[src/rtl/pc_flush_ctrl_pkg.sv]
// rtl/pc_flush_ctrl_pkg.sv - shared fetch/flush constants and depth check
package pc_flush_ctrl_pkg;

  localparam logic [31:0] DEFAULT_RESET_PC = 32'h0000_0000;
  localparam logic [31:0] INSTR_STEP       = 32'd4;
  localparam int          FLUSH_DEPTH_MIN  = 1;
  localparam int          FLUSH_DEPTH_MAX  = 3;

  function automatic bit flush_depth_legal(input int depth);
    return (depth >= FLUSH_DEPTH_MIN) && (depth <= FLUSH_DEPTH_MAX);
  endfunction

endpackage

[src/rtl/pc_delay_line.sv]
// rtl/pc_delay_line.sv - enabled shift register carrying fetch addresses to execute
module pc_delay_line #(
  parameter int          DEPTH     = 2,
  parameter int          WIDTH     = 32,
  parameter logic [31:0] RESET_VAL = 32'h0
) (
  input  logic             clk,
  input  logic             rst,
  input  logic             en,
  input  logic [WIDTH-1:0] d,
  output logic [WIDTH-1:0] q
);

  logic [WIDTH-1:0] stage [DEPTH];

  always_ff @(posedge clk or posedge rst) begin
    if (rst) begin
      for (int i = 0; i < DEPTH; i++) begin
        stage[i] <= RESET_VAL[WIDTH-1:0];
      end
    end else if (en) begin
      stage[0] <= d;
      for (int i = 1; i < DEPTH; i++) begin
        stage[i] <= stage[i-1];
      end
    end
  end

  assign q = stage[DEPTH-1];

endmodule

[src/rtl/pc_flush_ctrl.sv]
// rtl/pc_flush_ctrl.sv - fetch PC sequencer with jump/mret/irq redirect and wrong-path kill
module pc_flush_ctrl
  import pc_flush_ctrl_pkg::*;
#(
  parameter logic [31:0] RESET_PC    = DEFAULT_RESET_PC,
  parameter int          FLUSH_DEPTH = 2
) (
  input  logic        CLK,
  input  logic        RES,
  input  logic        HLT,
  input  logic        JREQ,
  input  logic [31:0] JVAL,
  input  logic        MRET,
  input  logic        IRQ,
  input  logic        IEN,
  input  logic [31:0] IVEC,
  output logic [31:0] IADDR,
  output logic [31:0] PC,
  output logic        KILL,
  output logic        IACK,
  output logic [31:0] EPC,
  output logic        IHND
);

  localparam int FW = $clog2(FLUSH_DEPTH + 1);
  localparam logic [FW-1:0] FLUSH_INIT = FW'(FLUSH_DEPTH);

  generate
    if (!flush_depth_legal(FLUSH_DEPTH)) begin : g_bad_depth
      $error("pc_flush_ctrl: FLUSH_DEPTH out of range");
    end
  endgenerate

  logic [FW-1:0] flush;
  logic          adv;
  logic          run;
  logic          irq_take;
  logic          redirect;
  logic [31:0]   target;

  assign adv      = !HLT;
  assign run      = (flush == '0);
  assign KILL     = !run;
  // Interrupts yield to any explicit redirect presented in the same cycle.
  assign irq_take = IRQ && IEN && !IHND && !JREQ && !MRET;
  assign redirect = adv && run && (JREQ || MRET || irq_take);
  assign IACK     = adv && run && irq_take;

  always_comb begin
    target = IVEC;
    if (JREQ) begin
      target = JVAL;
    end else if (MRET) begin
      target = EPC;
    end
  end

  always_ff @(posedge CLK or posedge RES) begin
    if (RES) begin
      IADDR <= RESET_PC;
      flush <= FLUSH_INIT;
      EPC   <= 32'h0;
      IHND  <= 1'b0;
    end else if (adv) begin
      if (redirect) begin
        IADDR <= target;
        flush <= FLUSH_INIT;
      end else begin
        IADDR <= IADDR + INSTR_STEP;
        flush <= run ? flush : flush - FW'(1);
      end
      if (run && !JREQ && MRET) begin
        IHND <= 1'b0;
      end
      if (IACK) begin
        EPC  <= PC + INSTR_STEP;
        IHND <= 1'b1;
      end
    end
  end

  pc_delay_line #(
    .DEPTH     (FLUSH_DEPTH),
    .WIDTH     (32),
    .RESET_VAL (RESET_PC)
  ) u_delay (
    .clk (CLK),
    .rst (RES),
    .en  (adv),
    .d   (IADDR),
    .q   (PC)
  );

endmodule

[config.mk]
export PLATFORM = sky130hd
export DESIGN_NAME = pc_flush_ctrl
export DESIGN_NICKNAME = d
export VERILOG_FILES = /design/src/rtl/pc_flush_ctrl_pkg.sv /design/src/rtl/pc_delay_line.sv /design/src/rtl/pc_flush_ctrl.sv
export SDC_FILE = /design/constraint.sdc
export NUM_CORES = 1
export LEC_CHECK = 0
export ABC_AREA = 1
export CAP_MARGIN = 30
export CELL_PAD_IN_SITES_DETAIL_PLACEMENT = 0
export CELL_PAD_IN_SITES_GLOBAL_PLACEMENT = 1
export CORE_ASPECT_RATIO = 1.2
export CORE_MARGIN = 10
export CORE_UTILIZATION = 30
export DETAILED_ROUTE_END_ITERATION = 10
export HOLD_SLACK_MARGIN = 0.02
export PLACE_DENSITY = 0.75
export SYNTH_ARGS = -nofsm -noshare
export SYNTH_HDL_FRONTEND = slang
export SYNTH_SLANG_ARGS = --single-unit
[constraint.sdc]
create_clock -name CLK -period 6.08 [get_ports CLK]
set_input_delay 1.216 -clock CLK [delete_from_list [all_inputs] [get_ports CLK]]
set_output_delay 1.216 -clock CLK [all_outputs]
set_load 0.02 [all_outputs]
==> results.sh <==
export IMPL_status="complete, no violations"
export IMPL_finalMaxSlewViolations=0
export IMPL_num_rows=63
export IMPL_dieArea_mm2=0.0317
export IMPL_cp_startpoint="IRQ"
export IMPL_leakage_nw=4.29
export IMPL_ys_flop_type="dfrtp_1"
export IMPL_vias=7285
export IMPL_fin_util_pct=40.1
export IMPL_gp_congestion=0.871
export IMPL_syn_inst=1067
export IMPL_cts_repair_resized=0
export IMPL_synthMuxAreaShare_pct=0
export IMPL_cap_violations=0
export IMPL_crit_type="primary input to primary output"
export IMPL_met1_usage_pct=23.0
export IMPL_top_usage_layer="met2"
export IMPL_synth_fa_ha_area_share_pct=0.502
export IMPL_final_hold_violation_count=0
export IMPL_dp_cells=1497
export IMPL_wirelength_mm=28.4
export IMPL_synth_top_family_by_area="simple AND/OR/NAND/NOR gates"
export IMPL_diodes=0
export IMPL_fp_dieH_um=193
export IMPL_rr_startpoint="flush[0]$_DFFE_PP0P_"
export IMPL_hold_ws_ns=0.469
export IMPL_ant_nets=0
export IMPL_post_cts_setup_buffers=0
export IMPL_synthArstFlopShare_pct=100
export IMPL_grt_usage_pct=17.8
export IMPL_pwr_share_seq_pct=36.9
export IMPL_min_from="u_delay.stage[35]$_DFFE_PP0N_"
export IMPL_h_tree_depth=4
export IMPL_cts_buffers=17
export IMPL_final_cell_mix="nand2_1, clkdlybuf4s50_1, dfrtp_1, nor2_1, inv_1"
export IMPL_syn_to_final_growth_pct=32.1
export IMPL_cp_end_kind="primary output"
export IMPL_yosys_area_share_simple_pct=33.4
export IMPL_ys_types=36
export IMPL_first_global_vias=7058
export IMPL_grt_pass1_wl_mm=42.9
export IMPL_syn_area_mm2=0.00748
export IMPL_cts_tree="built"
export IMPL_drive_gt1_share_pct=4.90
export IMPL_synth_edf_count=0
export IMPL_fin_crit_ns=4.12
export IMPL_ys_seq_area_share_pct=43.8
export IMPL_p_comb_share_pct=37.3
export IMPL_synth_avg_cell_area_um2=7.01
export IMPL_tightest_slew_ns=1.01
export IMPL_p_int_mw=2.60
export IMPL_rsz0062_at_grt="false"
export IMPL_cp_arrival_ns=2.91
export IMPL_synth_xor_area_share_pct=1.99
export IMPL_dp_hpwl_mm=21.9
export IMPL_initial_core_util_pct=30.3
export IMPL_wl_per_cell_um=18.5
export IMPL_use_met3_pct=3.84
export IMPL_synth_top_area_share_pct=43.5
export IMPL_crit_path_start_kind="primary input"
export IMPL_gr_total_overflow=0
export IMPL_ys_ff_latch=131
export IMPL_hold_class="flip-flop to flip-flop"
export IMPL_top_level_ports=170
export IMPL_viasPerCell=4.76
export IMPL_vdd_drop_max_uv=205
export IMPL_drt_iter0_markers=550
export IMPL_setup_viol=0
export IMPL_clk_latency_ns=0.42
export IMPL_p_sw_share_pct=40.5
export IMPL_yosysTopAreaCell="dfrtp_1"
export IMPL_coreArea_mm2=0.0247
export IMPL_synth_nets=1141
export IMPL_required_ns=4.86
export IMPL_cts_sinks=131
export IMPL_grt_start_max_net_pins=101
export IMPL_grt_antenna_before_repair=0
export IMPL_clockPowerShare_pct=25.7
export IMPL_firstDrtPassIters=5
export IMPL_power_density_mw_per_mm2=443
export IMPL_fmax_mhz=243
export IMPL_setup_tns_ns=0
export IMPL_drc_errors=0
export IMPL_p_switching_mw=1.77
export IMPL_critPathMaxFanout=3
export IMPL_layout_commonest_cell="nand2_1"
export IMPL_slew_headroom_pct=32.9
export IMPL_io_buffers=169
export IMPL_cts_hold_buf=0
export IMPL_yosys_warnings=0
export IMPL_cts_root_buf="clkbuf_16"
export IMPL_synthTopCellsByArea="dfrtp_1, nand2_1, nor2_1, nand3_1, o21ai_0"
export IMPL_clock_path_buffers=2
export IMPL_final_nets=1265
export IMPL_die_width_um=164
export IMPL_finalNonFillerCells=1529
export IMPL_fin_skew_ns=0.0123
export IMPL_synth_compound_area_share_pct=10.4
export IMPL_fin_crit_sh_pct=67.8
export IMPL_met2_usage_pct=29.5
export IMPL_clk_pin_slew_worst_paths_ns=0.06
export IMPL_num_fill_cells=2574
==> cell type report <==
type | count | area [um^2] | area share (%)
multi-input combinational | 780 | 3460 | 35.1
tap | 325 | 407 | 4.11
timing repair buffer | 179 | 1780 | 18.0
clock inverter | 14 | 200 | 2.03
inverter | 82 | 312 | 3.15
clock buffer | 18 | 439 | 4.44
sequential | 131 | 3280 | 33.2
==> metrics by stage <==
step | setup WS, ns | area (um^2) | power [mW]
final | 1.96 | 9880 | 4.37
after global routing | 1.90 | 9880 | 4.64
after CTS | 1.93 | 9880 | 4.41
after detailed placement | 1.92 | 9240 | 3.28
after global placement | 1.95 | 9220 | 3.25
after floorplan | 1.37 | 7480 | 2.46
==> routing by layer <==
layer	wire, um	up-vias
li1	-	3622
met1	12300	3439
met3	1650	27
met5	0	-
met4	545	0
met2	13900	197
==> power by group through the flow <==
stage	Clock, mW	Combinational (mW)	Sequential [mW]
floorplan	0	0.784	1.68
global placement	0	1.64	1.62
detailed placement	0	1.66	1.62
CTS	1.14	1.66	1.61
global route	1.18	1.80	1.67
finish	1.12	1.63	1.62
==> cells in the mapped netlist (2+ instances only) <==
cell type and count:
a211oi_1 2, a21oi_1 19, a22oi_1 8, a31oi_1 13, buf_1 2, buf_2 16, buf_4 36, clkbuf_1 20
dfrtp_1 130, ha_1 3, inv_1 79, inv_2 2, nand2_1 407, nand3_1 75, nand4_1 10, nor2_1 111
nor2_2 5, nor3_1 7, o211ai_1 7, o21ai_0 71, o21ai_1 14, xnor2_1 5, xor2_1 12
==> kinds of logic after synthesis <==
group                    after synthesis
AND/OR/NAND/NOR                      620
XOR/XNOR                              17
adder cells (fa/ha/maj)                3
flip-flops                           131
AO/OA/AOI/OAI                        140
buffers and inverters                156
==> worst paths after layout <==
| check | endpoint | slack [ns] | cells past startpoint |
|---|---|---|---|
| worst max-delay path | IACK | 1.96 | 4 |
| worst min-delay path | u_delay.q[3]$_DFFE_PP0N_ | 0.47 | 2 |
| worst max register to register | IADDR[8]$_DFFE_PP0N_ | 3.65 | 10 |
| worst min register to register | u_delay.q[3]$_DFFE_PP0N_ | 0.47 | 2 |
| max in group asynchronous | u_delay.stage[52]$_DFFE_PP0N_ | 3.92 | 4 |
| min in group asynchronous | EPC[4]$_DFFE_PP0P_ | 1.14 | 2 |
==> registers in the layout, indices dropped and copies added, names as in the netlist <==
name	count
u_delay.stage	32
IADDR	32
u_delay.q	32
IHND	1
flush	2
EPC	32
==> worst max-delay path: stages <==
cell	delay (ns)
clkdlybuf4s50_1	0.46
nand3_1	0.26
nor3_4	0.32
clkdlybuf4s50_1	0.65
No activity file was read; power rests on OpenSTA's default activity.
